File: src/rtl/subtrator_pkg.sv
// rtl/subtrator_pkg.sv - shared state encoding and counter sizing for subtrator_serial
package subtrator_pkg;

  typedef enum logic [1:0] {
    OCIOSO = 2'd0,
    CALC   = 2'd1,
    FIM    = 2'd2
  } state_t;

  // Counter must hold 0..N-1; a single-step configuration still needs one bit.
  function automatic int cnt_width(input int n_steps);
    return (n_steps <= 1) ? 1 : $clog2(n_steps);
  endfunction

endpackage

File: src/rtl/subtrator_completo.sv
// rtl/subtrator_completo.sv - 1-bit full subtractor cell: d = a - b - bin
module subtrator_completo (
  input  logic a,
  input  logic b,
  input  logic bin,
  output logic d,
  output logic bout
);

  assign d    = a ^ b ^ bin;
  assign bout = (~a & b) | (~(a ^ b) & bin);

endmodule

File: src/rtl/subtrator_serial.sv
// rtl/subtrator_serial.sv - multi-cycle WIDTH-bit subtractor, STEP bits per clock; SUBTRATOR_OVF_EN adds ovf
module subtrator_serial
  import subtrator_pkg::*;
#(
  parameter int WIDTH = 8,
  parameter int STEP  = 1
) (
  input  logic             clk,
  input  logic             rst,
  input  logic             start,
  input  logic [WIDTH-1:0] a,
  input  logic [WIDTH-1:0] b,
  input  logic             bin,
  output logic             busy,
  output logic             done,
  output logic [WIDTH-1:0] d,
  output logic             bout
`ifdef SUBTRATOR_OVF_EN
  ,
  output logic             ovf
`endif
);

  localparam int N  = WIDTH / STEP;
  localparam int CW = cnt_width(N);

  if ((WIDTH < 2) || (STEP < 1) || (WIDTH % STEP != 0)) begin : g_bad_params
    $error("subtrator_serial: WIDTH must be >= 2 and divisible by STEP");
  end

  state_t             state_q, state_d;
  logic [WIDTH-1:0]   a_q, b_q;
  logic               brw_q;
  logic [CW-1:0]      cnt_q;
  logic [WIDTH-1:0]   d_q;
  logic               bout_q;
  logic               accept;
  logic               last;
  logic [STEP:0]      bw;
  logic [STEP-1:0]    diff;
  logic [WIDTH-1:0]   part_next;

  // One chain of STEP cells, reused every CALC cycle with the registered borrow.
  assign bw[0] = brw_q;
  for (genvar i = 0; i < STEP; i++) begin : g_cell
    subtrator_completo u_fs (
      .a    (a_q[i]),
      .b    (b_q[i]),
      .bin  (bw[i]),
      .d    (diff[i]),
      .bout (bw[i+1])
    );
  end

  // Fresh difference bits enter at the top; after N steps the LSBs have reached bit 0.
  if (STEP < WIDTH) begin : g_part
    logic [WIDTH-STEP-1:0] part_q;
    assign part_next = {diff, part_q};
    always_ff @(posedge clk) begin
      if (rst) begin
        part_q <= '0;
      end else if (state_q == CALC) begin
        part_q <= part_next[WIDTH-1:STEP];
      end
    end
  end else begin : g_nopart
    assign part_next = diff;
  end

  assign last = (cnt_q == CW'(N - 1));

  always_comb begin
    state_d = state_q;
    busy    = 1'b0;
    done    = 1'b0;
    accept  = 1'b0;
    case (state_q)
      OCIOSO: begin
        if (start) begin
          accept  = 1'b1;
          state_d = CALC;
        end
      end
      CALC: begin
        busy = 1'b1;
        if (last) state_d = FIM;
      end
      FIM: begin
        done    = 1'b1;
        state_d = OCIOSO;
      end
      default: state_d = OCIOSO;
    endcase
  end

  always_ff @(posedge clk) begin
    if (rst) begin
      state_q <= OCIOSO;
      a_q     <= '0;
      b_q     <= '0;
      brw_q   <= 1'b0;
      cnt_q   <= '0;
      d_q     <= '0;
      bout_q  <= 1'b0;
    end else begin
      state_q <= state_d;
      if (accept) begin
        a_q   <= a;
        b_q   <= b;
        brw_q <= bin;
        cnt_q <= '0;
      end else if (state_q == CALC) begin
        a_q   <= a_q >> STEP;
        b_q   <= b_q >> STEP;
        brw_q <= bw[STEP];
        cnt_q <= cnt_q + CW'(1);
        if (last) begin
          d_q    <= part_next;
          bout_q <= bw[STEP];
        end
      end
    end
  end

  assign d    = d_q;
  assign bout = bout_q;

`ifdef SUBTRATOR_OVF_EN
  logic ovf_q;
  // Signed overflow: borrow into the MSB cell differs from the borrow leaving it.
  always_ff @(posedge clk) begin
    if (rst) begin
      ovf_q <= 1'b0;
    end else if ((state_q == CALC) && last) begin
      ovf_q <= bw[STEP-1] ^ bw[STEP];
    end
  end
  assign ovf = ovf_q;
`endif

endmodule

File: config.mk
export PLATFORM = sky130hd
export DESIGN_NAME = subtrator_serial
export DESIGN_NICKNAME = d
export VERILOG_FILES = /design/src/rtl/subtrator_pkg.sv /design/src/rtl/subtrator_completo.sv /design/src/rtl/subtrator_serial.sv
export SDC_FILE = /design/constraint.sdc
export NUM_CORES = 1
export LEC_CHECK = 0
export CORE_ASPECT_RATIO = 0.75
export CORE_MARGIN = 5
export CORE_UTILIZATION = 25
export DETAILED_ROUTE_END_ITERATION = 8
export GPL_TIMING_DRIVEN = 1
export PLACE_DENSITY_LB_ADDON = 0.08
export SYNTH_ARGS = -nofsm -noshare
export SYNTH_HDL_FRONTEND = slang
export SYNTH_SLANG_ARGS = --single-unit
File: constraint.sdc
create_clock -name clk -period 1.48 [get_ports clk]
set_clock_uncertainty 0.1 [all_clocks]
set_input_delay 0.37 -clock clk [delete_from_list [all_inputs] [get_ports clk]]
set_output_delay 0.37 -clock clk [all_outputs]
set_load 0.03 [all_outputs]
==> flow_summary.json <==
{
  "dp_hpwl_um": 2620,
  "postSynth.asyncResetShare_pct": 0,
  "fmax_mhz": 681,
  "vias": 1404,
  "synth-simple-area-share_pct": 22.8,
  "die_x_um": 103,
  "diodes": 0,
  "utilization_pct": 35.0,
  "die_h_um": 80.0,
  "drc_errors": 0,
  "ys.flop_type": "dfxtp_1",
  "grt_pass1_vias": 1461,
  "gp_congestion": 0.721,
  "cts_buffers": 5,
  "ys_ff_latch": 38,
  "nNetsFinal": 249,
  "crit_type": "reg -> out",
  "syn2layout_area_growth_pct": 35.7,
  "status": "completed",
  "netlist_instances": 191,
  "path_buf_inv": 2,
  "setup_ws_ns": 0.0110,
  "synthXorXnorAreaFrac_pct": 0.537,
  "cap_viol_max_count": 0,
  "slowest_delay_ns": 0.37,
  "dr.pass1.iters": 4,
  "yosys_warnings": 0,
  "avgRoutedWirePerCell_um": 12.6,
  "grt_setup_unrepaired": "yes",
  "arrival_ns": 1.00,
  "grt_overflow": 0,
  "fillCellCount": 659,
  "worst_ep_required_time_ns": 1.01,
  "synth_top_family_by_area": "simple AND/OR/NAND/NOR gates",
  "antenna_found_initial": 0,
  "yosys.area_share.adder_pct": 2.76,
  "period_share_pct": 99.3,
  "clk_latency_ns": 0.29,
  "ys_types": 29,
  "worstPathMaxFanout": 5,
  "viasPerCell": 4.56,
  "seq_area_frac_synth_pct": 46.6,
  "synth.avg_cell_area_um2": 8.54,
  "cts_tree": "yes",
  "finalHoldViolations": 0,
  "groute.usage.overall_pct": 10.1,
  "initial_utilization_pct": 25.8,
  "cp_slowest_cell": "dfxtp_4",
  "io_buffers": 30,
  "clk_pin_slew_worst_paths_ns": 0.08,
  "yosysMostFrequentCell": "dfxtp_1",
  "cp-start-kind": "flip-flop",
  "crit_chain": "nand2b_4, inv_4, buf_6",
  "routed_wl_um": 3880,
  "cts_buffer_depth": 2,
  "synth_top_area_share_pct": 46.6,
  "setup_viol": 0,
  "ant_nets": 0,
  "maxSlewViolCount": 0,
  "synthTopCellsByCount": "dfxtp_1 (38), nand2_1 (37), a21oi_1 (33)",
  "h-tree-depth": 2,
  "hold_path_class": "reg -> reg",
  "synth_compound_area_share_pct": 18.8,
  "p_leak_nw": 0.829,
  "period_minus_slack_ns": 1.47,
  "die-area_mm2": 0.00826,
  "synth_edf_count": 0,
  "rows": 25,
  "drive_gt1_share_pct": 21.1,
  "synth_fp_nets": 214,
  "io_pins": 31,
  "synth_area_leaders": "dfxtp_1 (47%), a21oi_1 (10%), nand2_1 (8.5%)",
  "pre_cts_ws_ns": -0.429,
  "power_density_mw_per_mm2": 1040,
  "coreArea_mm2": 0.00632,
  "worstMarginPinSlew_ns": 0.190,
  "drt-initial-drc-count": 47,
  "max_slew_margin_pct": 87.2,
  "grt_max_degree": 39,
  "reg2reg_slack_ns": 0.07,
  "yosysTopAreaCell": "dfxtp_1",
  "numClockSinks": 38,
  "grt_pass1_wl_um": 6530,
  "synth.mux.area_fraction_pct": 1.23,
  "ir_drop_mv": 0.370,
  "crit_family": "flip-flops",
  "cts_root_buffer": "clkbuf_8",
  "syn-cell-area_mm2": 0.00163,
  "cp-end-kind": "output port"
}
-- tightest hold or removal path: stages (launching register included) --
cell,delay (ns)
dfxtp_1,0.31
nand2_1,0.05
a21oi_1,0.05
-- power by group --
group	internal [mW]	total [mW]	leakage (nW)	switching, mW
registers	1.07	1.10	0.312	0.0320
logic	0.184	0.348	0.460	0.164
clock network	0.496	0.861	0.0579	0.364
-- final timing paths --
kind,endpoint,depth (start not counted),startpoint
hold reg to reg,d[5]$_SDFFE_PP0P_,2,d[5]$_SDFFE_PP0P_
hold / removal,d[5]$_SDFFE_PP0P_,2,d[5]$_SDFFE_PP0P_
setup / recovery,busy,3,state_q[1]$_SDFFE_PP0P_
setup reg to reg,cnt_q[0]$_SDFFE_PP0N_,6,state_q[1]$_SDFFE_PP0P_
-- registers in the layout, indices dropped and copies added, names as in the netlist --
register	cells
a_q	8
b_q	8
d	8
g_part.part_q	7
cnt_q	3
state_q	2
bout	1
brw_q	1
-- cell type report --
type / count / area (µm²) / share of cell area (%)
flip-flops and latches: 38 / 768 / 34.7
multi-input cells: 134 / 759 / 34.3
repair buffers: 44 / 463 / 20.9
well taps: 81 / 101 / 4.58
clock buffers: 5 / 68.8 / 3.11
clock inverters: 3 / 40.0 / 1.81
inverters: 3 / 13.8 / 0.621
-- timing repair --
action	CTS	global route
resized for setup	9	2
setup buffers	1	1
cloned	1	0
endpoints found under the setup margin	20	8
hold buffers	0	0
-- metal layers --
metal  up-vias  share of wire, %  GRT usage [%]
met5         -                 0              0
li1        713                 -              -
met3         5               4.2           2.53
met1       659                48           12.7
met2        27                47           16.3
met4         0              0.67           4.40
-- placed cells by master (no fill, tap or decap), types with 3 or more instances in the layout --
cell type	synthesis	layout
clkdlybuf4s50_1	0	18
or3b_2	3	3
nand2_1	37	37
a21oi_1	33	33
a211oi_1	7	7
dfxtp_1	38	36
nand3_1	10	10
clkbuf_8	0	5
nor2_1	16	16
buf_4	1	17
nor3_1	6	6
a211oi_2	5	5
buf_6	5	3
buf_12	0	4
-- logic make-up (layout without fill, tap and decap cells) --
logic type	count (synthesis)	in the layout
AO/OA/AOI/OAI	48	48
AND/OR/NAND/NOR	80	80
flip-flops	38	38
XOR/XNOR	1	1
multiplexers	2	2
buffers and inverters	19	55
adder cells (fa/ha/maj)	3	3
-- stage by stage --
step	instance area, µm²	TNS (ns)	hold slack, ns	power, mW	std cells
after detailed placement	2030	-7.58	0.350	1.45	297
after global routing	2210	-0.0576	0.387	2.43	308
after CTS	2200	0	0.362	2.35	307
final	2210	0	0.357	2.31	308
after global placement	2030	-7.28	0.346	1.44	297
after floorplan	1630	0	0.337	1.33	191
No activity file was read; power rests on OpenSTA's default activity.
